`src/rtl/wordle_scorer_pkg.sv`:
```
`default_nettype none
// ============================================================================
// Module      : wordle_scorer_pkg
// Description : Shared word geometry, colour codes and scorer state encoding
//               for the Wordle scorer and any display logic that reads its
//               score. Letter position 0 is the leftmost letter (word
//               bits [39:32], score bits [9:8]).
// Revision    : 1.0 - initial release
// ============================================================================
package wordle_scorer_pkg;

    localparam int LETTERS = 5;
    localparam int WORD_W  = 8 * LETTERS;
    localparam int SCORE_W = 2 * LETTERS;

    // Per-letter colour codes; 2'b11 is never produced.
    localparam logic [1:0] GREY   = 2'b00;
    localparam logic [1:0] YELLOW = 2'b01;
    localparam logic [1:0] GREEN  = 2'b10;

    localparam logic [SCORE_W-1:0] c_all_green = {LETTERS{GREEN}};

    typedef enum logic [1:0] {
        ST_IDLE  = 2'd0,
        ST_GREEN = 2'd1,
        ST_YEL   = 2'd2,
        ST_DONE  = 2'd3
    } scorer_state_t;

    // Byte of a packed word at letter position pos (0 = leftmost).
    function automatic logic [7:0] get_letter(input logic [WORD_W-1:0] word,
                                              input logic [2:0]        pos);
        get_letter = 8'h00;
        for (int p = 0; p < LETTERS; p++) begin
            if (pos == 3'(p)) get_letter = word[WORD_W-1-8*p -: 8];
        end
    endfunction

    // Colour field of a packed score at letter position pos (0 = leftmost).
    function automatic logic [1:0] get_colour(input logic [SCORE_W-1:0] sc,
                                              input logic [2:0]         pos);
        get_colour = GREY;
        for (int p = 0; p < LETTERS; p++) begin
            if (pos == 3'(p)) get_colour = sc[SCORE_W-1-2*p -: 2];
        end
    endfunction

endpackage
`default_nettype wire

```
`src/rtl/wordle_match_finder.sv`:
```
`default_nettype none
// ============================================================================
// Module      : wordle_match_finder
// Description : Combinational search for the leftmost answer position that
//               holds a given letter and has not yet been consumed.
//   i_letter  in  8   letter to look for
//   i_answer  in  40  answer word, position 0 in the top byte
//   i_used    in  5   bit p set = answer position p already consumed
//   o_found   out 1   at least one free matching position exists
//   o_onehot  out 5   bit p set for the leftmost free matching position
// Revision    : 1.0 - initial release
// ============================================================================
module wordle_match_finder
    import wordle_scorer_pkg::*;
(
    input  logic [7:0]         i_letter,
    input  logic [WORD_W-1:0]  i_answer,
    input  logic [LETTERS-1:0] i_used,
    output logic               o_found,
    output logic [LETTERS-1:0] o_onehot
);

    logic [LETTERS-1:0] w_hit;

    for (genvar p = 0; p < LETTERS; p++) begin : g_hit
        assign w_hit[p] = (i_answer[WORD_W-1-8*p -: 8] == i_letter) && !i_used[p];
    end

    // Bit 0 is the leftmost position, so isolating the lowest set bit gives
    // the lowest-numbered match.
    assign o_onehot = w_hit & (~w_hit + 1'b1);
    assign o_found  = |w_hit;

endmodule
`default_nettype wire

```
`src/rtl/wordle_scorer.sv`:
```
`default_nettype none
// ============================================================================
// Module      : wordle_scorer
// Description : Scores one five-letter guess against the answer using the
//               Wordle rules: exact matches first (green), then a left-to-
//               right pass handing out yellows from the answer letters that
//               are still unused. Fixed 7-edge latency from Start to Done.
//   Clk      in  1   clock, rising edge
//   reset_n  in  1   asynchronous active-low reset
//   Start    in  1   begin scoring; only looked at while idle
//   guess    in  40  guess word, position 1 in [39:32]
//   answer   in  40  answer word, same packing
//   Busy     out 1   scoring in progress
//   Done     out 1   one-cycle pulse, score/win valid from this cycle
//   score    out 10  2 bits per position, position 1 in [9:8]
//   win      out 1   all five positions green
// Revision    : 1.0 - initial release
// ============================================================================
module wordle_scorer
    import wordle_scorer_pkg::*;
(
    input  logic               Clk,
    input  logic               reset_n,
    input  logic               Start,
    input  logic [WORD_W-1:0]  guess,
    input  logic [WORD_W-1:0]  answer,
    output logic               Busy,
    output logic               Done,
    output logic [SCORE_W-1:0] score,
    output logic               win
);

    scorer_state_t      r_state;
    scorer_state_t      w_state_nxt;
    logic [2:0]         r_idx;
    logic [LETTERS-1:0] r_used;
    logic [SCORE_W-1:0] r_score;
    logic               r_win;
    logic               r_done;
    logic [WORD_W-1:0]  r_guess;
    logic [WORD_W-1:0]  r_answer;

    logic [7:0]         w_cur_letter;
    logic               w_cur_green;
    logic               w_found;
    logic [LETTERS-1:0] w_onehot;

    assign w_cur_letter = get_letter(r_guess, r_idx);
    assign w_cur_green  = (get_colour(r_score, r_idx) == GREEN);

    wordle_match_finder u_finder (
        .i_letter (w_cur_letter),
        .i_answer (r_answer),
        .i_used   (r_used),
        .o_found  (w_found),
        .o_onehot (w_onehot)
    );

    // ---------------------------------------------------------------- FSM
    always_ff @(posedge Clk or negedge reset_n) begin
        if (!reset_n) r_state <= ST_IDLE;
        else          r_state <= w_state_nxt;
    end

    always_comb begin
        w_state_nxt = r_state;
        case (r_state)
            ST_IDLE:  if (Start) w_state_nxt = ST_GREEN;
            ST_GREEN: w_state_nxt = ST_YEL;
            ST_YEL:   if (r_idx == 3'(LETTERS-1)) w_state_nxt = ST_DONE;
            ST_DONE:  w_state_nxt = ST_IDLE;
            default:  w_state_nxt = ST_IDLE;
        endcase
    end

    // ------------------------------------------------------------ datapath
    always_ff @(posedge Clk or negedge reset_n) begin
        if (!reset_n) begin
            r_idx    <= '0;
            r_used   <= '0;
            r_score  <= '0;
            r_win    <= 1'b0;
            r_done   <= 1'b0;
            r_guess  <= '0;
            r_answer <= '0;
        end else begin
            // Done is registered off the DONE state, so it rises on the edge
            // that leaves DONE - the 7th edge after Start was sampled.
            r_done <= (r_state == ST_DONE);
            case (r_state)
                ST_IDLE: begin
                    if (Start) begin
                        r_guess  <= guess;
                        r_answer <= answer;
                        r_score  <= '0;
                        r_win    <= 1'b0;
                        r_used   <= '0;
                        r_idx    <= '0;
                    end
                end
                ST_GREEN: begin
                    for (int p = 0; p < LETTERS; p++) begin
                        if (r_guess[WORD_W-1-8*p -: 8] == r_answer[WORD_W-1-8*p -: 8]) begin
                            r_score[SCORE_W-1-2*p -: 2] <= GREEN;
                            r_used[p]                   <= 1'b1;
                        end
                    end
                    r_idx <= '0;
                end
                ST_YEL: begin
                    // Greens already own their answer letter; only non-green
                    // positions may consume a free one.
                    if (!w_cur_green && w_found) begin
                        r_used <= r_used | w_onehot;
                        for (int p = 0; p < LETTERS; p++) begin
                            if (r_idx == 3'(p)) r_score[SCORE_W-1-2*p -: 2] <= YELLOW;
                        end
                    end
                    r_idx <= r_idx + 3'd1;
                end
                ST_DONE: begin
                    r_win <= (r_score == c_all_green);
                end
                default: ;
            endcase
        end
    end

    assign Busy  = (r_state == ST_GREEN) || (r_state == ST_YEL);
    assign Done  = r_done;
    assign score = r_score;
    assign win   = r_win;

endmodule
`default_nettype wire

```
`config.mk`:
```
export PLATFORM = sky130hd
export DESIGN_NAME = wordle_scorer
export DESIGN_NICKNAME = d
export VERILOG_FILES = /design/src/rtl/wordle_scorer_pkg.sv /design/src/rtl/wordle_match_finder.sv /design/src/rtl/wordle_scorer.sv
export SDC_FILE = /design/constraint.sdc
export NUM_CORES = 1
export LEC_CHECK = 0
export CAP_MARGIN = 20
export CELL_PAD_IN_SITES_DETAIL_PLACEMENT = 1
export CELL_PAD_IN_SITES_GLOBAL_PLACEMENT = 1
export CORE_MARGIN = 8
export CORE_UTILIZATION = 50
export CTS_CLUSTER_SIZE = 25
export DETAILED_ROUTE_END_ITERATION = 16
export DONT_BUFFER_PORTS = 1
export PLACE_DENSITY_LB_ADDON = 0.25
export REMOVE_ABC_BUFFERS = 1
export SYNTH_ARGS = -nofsm -noshare
export SYNTH_HDL_FRONTEND = slang
export SYNTH_SLANG_ARGS = --single-unit
```
`constraint.sdc`:
```
create_clock -name Clk -period 4.2 [get_ports Clk]
set_input_delay 0.84 -clock Clk [delete_from_list [all_inputs] [get_ports Clk]]
set_output_delay 0.84 -clock Clk [all_outputs]
set_load 0.01 [all_outputs]
```
==> summary.md <==
| Metric | Value |
|---|---|
| Post-Synth Simple-Gate Area | `approximately an eighth` |
| Count leader, synth | `dfrtp_1` |
| Crit path top cell by count | `ha_1` |
| Setup TNS | `0 ns` |
| First-pass detailed-route iteration total | `4` |
| TritonCTS Sinks | `102` |
| Final Setup Violations | `0` |
| Die span in x | `between 100 and 150 microns` |
| Clk_skew | `approximately 0.0067 ns` |
| Sequential share of the synthesized area | `42.4%` |
| CP Capture Type | `flip-flop` |
| Worst path slowest cell | `nor4b_1` |
| Fillcell total | `1308` |
| Slew Limit Fails | `0` |
| Post-Synth Adder-Cell Area | `under 10%` |
| Compound-Gate Fraction of Synth Area | `16.5%` |
| Vias | `4545` |
| Core Region | `11900 sq um` |
| TritonCTS Buffers | `9` |
| Setup crit start kind | `flip-flop` |
| Final hold vios | `0` |
| Worst Path Required | `4.44 ns` |
| Clk slew on worst S/H paths | `0.07 ns` |
| Synthesis warning total | `0` |
| Total gr overflow | `0` |
| Setup bufs post-CTS | `0` |
| Largest area contributor in the netlist | `dfrtp_1` |
| CP max FO | `12` |
| Critical Path Max Stage Delay | `approximately 0.46 ns` |
| RD Place Congestion | `around 0.9` |
| HPWL after DPL | `around 13 mm` |
| Flops & latches, synth | `102` |
| CTS Root Cell | `clkbuf_16` |
| Share of cells above drive strength 1 | `between 20% and 30%` |
| CTS tree | `done` |
| Critical-path cell list | `ha_1, ha_1, or2_4, a211o_1, and3_1, nor4b_1, and4_1, nor4b_4, a2111oi_1, o21ai_1, mux2_1` |
| Vias in the first global route | `5110` |
| Fin crit period | `approximately 3.8 ns` |
| Largest family of logic cells by synthesized area | `compound AO/OA/AOI/OAI gates` |
| HP Class | `in -> async` |
| Mux cell area share after synthesis | `16.1%` |
| Syn Inst Count | `561` |
| Crit Path Category | `reg -> reg` |
| Starting density of the core | `50.6%` |
| Number of synthesized flops with an enable pin | `0` |
| DIE AREA | `15800 sq um` |
| Post-Synth XOR/XNOR Area | `between 6 and 7%` |
| Clk_lat worst skew | `between 0.3 and 0.4 ns` |
| WL final | `roughly 17 mm` |
| Mapped cell area | `between 6000 and 7000 sq um` |
| Worst-Margin Slew | `~1.0 ns` |
| Worst vdd ir | `between 400 and 500 uV` |
| Antenna cells | `0` |
| RSZ-0062 raised after global routing | `no` |
| Synth top area cells | `dfrtp_1, mux2_2, xnor2_1` |
| Clock Path Buffers | `2` |
| Max-cap violations | `0` |
| Fmax | `roughly 0.26 GHz` |
| Top delay family on crit path | `simple AND/OR/NAND/NOR gates` |
| Final-stage net count | `647` |
| DR WL/cell | `24.4 microns` |
| # DRC | `0` |
| Final ANT Viol Nets | `0` |
| Hold_ws | `between 0.15 and 0.2 ns` |
| Ys flop type | `dfrtp_1` |
| Leakage | `~2.7 nW` |
| Syn-to-layout area delta | `7.81%` |
| # IOs | `between 90 and 100` |
| Worst path bufs/invs | `0` |
| First-pass GRT wire length | `approximately 28 mm` |
| Pin count of the biggest net entering global routing | `about 100` |
| Status | `complete, no violations` |
| Synth async-reset ratio | `100%` |
| Initial DRC Count | `239` |
| Worst EP arrival | `4.05 ns` |
| Row cnt | `40` |
| Count of different cell masters after synthesis | `63` |
| Synthesized area per cell | `roughly 11 sq um` |
| Max transition margin | `a little under a third` |
| Die height | `approximately 130 microns` |
| Synth top area share | `a little over two fifths` |
| Initial antenna violation count | `0` |
| Period utilisation layout | `about nine tenths` |
| Via density | `approximately 6.4` |
| GRT Total Usage | `roughly 22%` |
| Port buffer count | `0` |
| Power density cells | `~910 nW/um^2` |
| H-tree levels | `3` |
| Synth cell count leaders | `dfrtp_1, mux2_2, xnor2_1` |
cells by family after synthesis:
group	Yosys count
AO/OA/AOI/OAI	143
AND/OR/NAND/NOR	125
flip-flops	102
multiplexers	86
XOR/XNOR	48
buffers and inverters	48
adder cells (fa/ha/maj)	9
registers in the layout, summed over array words and instances, names as in the netlist:
signal / flops
win: 1
r_answer: 40
r_state: 2
score: 10
Done: 1
r_guess: 40
r_used: 5
r_idx: 3
final timing paths:
check	from	endpoint	slack [ns]	cells after the start
worst max-delay path	r_idx[0]	score[9]	0.39	11
worst min-delay path	reset_n	r_guess[28]	0.17	0
worst max register to register	r_idx[0]	score[9]	0.39	11
worst min register to register	r_used[3]	r_used[3]	0.55	2
max in group asynchronous	reset_n	r_answer[6]	3.87	0
min in group Clk	r_used[3]	r_used[3]	0.55	2
through the flow:
| stage | util (%) | cell area, sq um | worst slack (ns) | total power [mW] | instances |
|---|---|---|---|---|---|
| 2_1_floorplan | - | 5910 | 0.471 | 4.09 | 538 |
| 3_3_place_gp | 51.6 | 6150 | 0.465 | 4.78 | 691 |
| 3_5_place_dp | 51.6 | 6150 | 0.211 | 4.93 | 691 |
| 4_1_cts | 54.4 | 6480 | 0.147 | 5.89 | 707 |
| 5_1_grt | 54.5 | 6490 | 0.143 | 6.28 | 707 |
| 6_report | 54.5 | 6490 | 0.391 | 5.89 | 707 |
layer usage:
| metal | part of all wire (%) | global-route usage, % |
|---|---|---|
| met1 | 40 | 25.1 |
| met2 | 51 | 39.5 |
| met3 | 6.0 | 6.03 |
| met4 | 2.2 | 8.63 |
| met5 | 0 | 0 |
where the power goes:
part	leakage, nW	internal, mW	total [mW]	switching, mW
clock	0.162	0.555	0.931	0.376
combinational	1.30	1.41	2.93	1.52
sequential	1.24	1.44	2.03	0.586
layout make-up:
class	instances	area [sq um]	area share (%)
inverters	25	93.8	1.44
clock buffers	11	253	3.89
multi-input cells	411	3290	50.6
well taps	147	184	2.83
repair buffers	6	45.0	0.694
clock inverters	5	81.3	1.25
flip-flops and latches	102	2550	39.3
timing repair:
action	4_1_cts	5_1_grt
endpoints found under the setup margin	0	12
hold buffers	0	0
resized for setup	0	3
placed cells by master, fill, tap and decap left out, drive strengths merged, types with 5 or more instances in the layout:
cell	count
xnor2	40
a22o	6
nand4	10
nor4	5
clkbuf	11
nor2b	7
o211ai	6
xor2	8
and3	17
nor2	6
a31oi	6
o21ai	30
or3	11
ha	9
buf	6
nand2	21
nor3	8
dfrtp	102
a21oi	33
mux2	86
nand3	7
nand2b	7
a21boi	5
o211a	5
nand3b	8
inv	25
a211oi	13
a2111oi	9
Note: power is estimated with default switching activity, not from simulation.
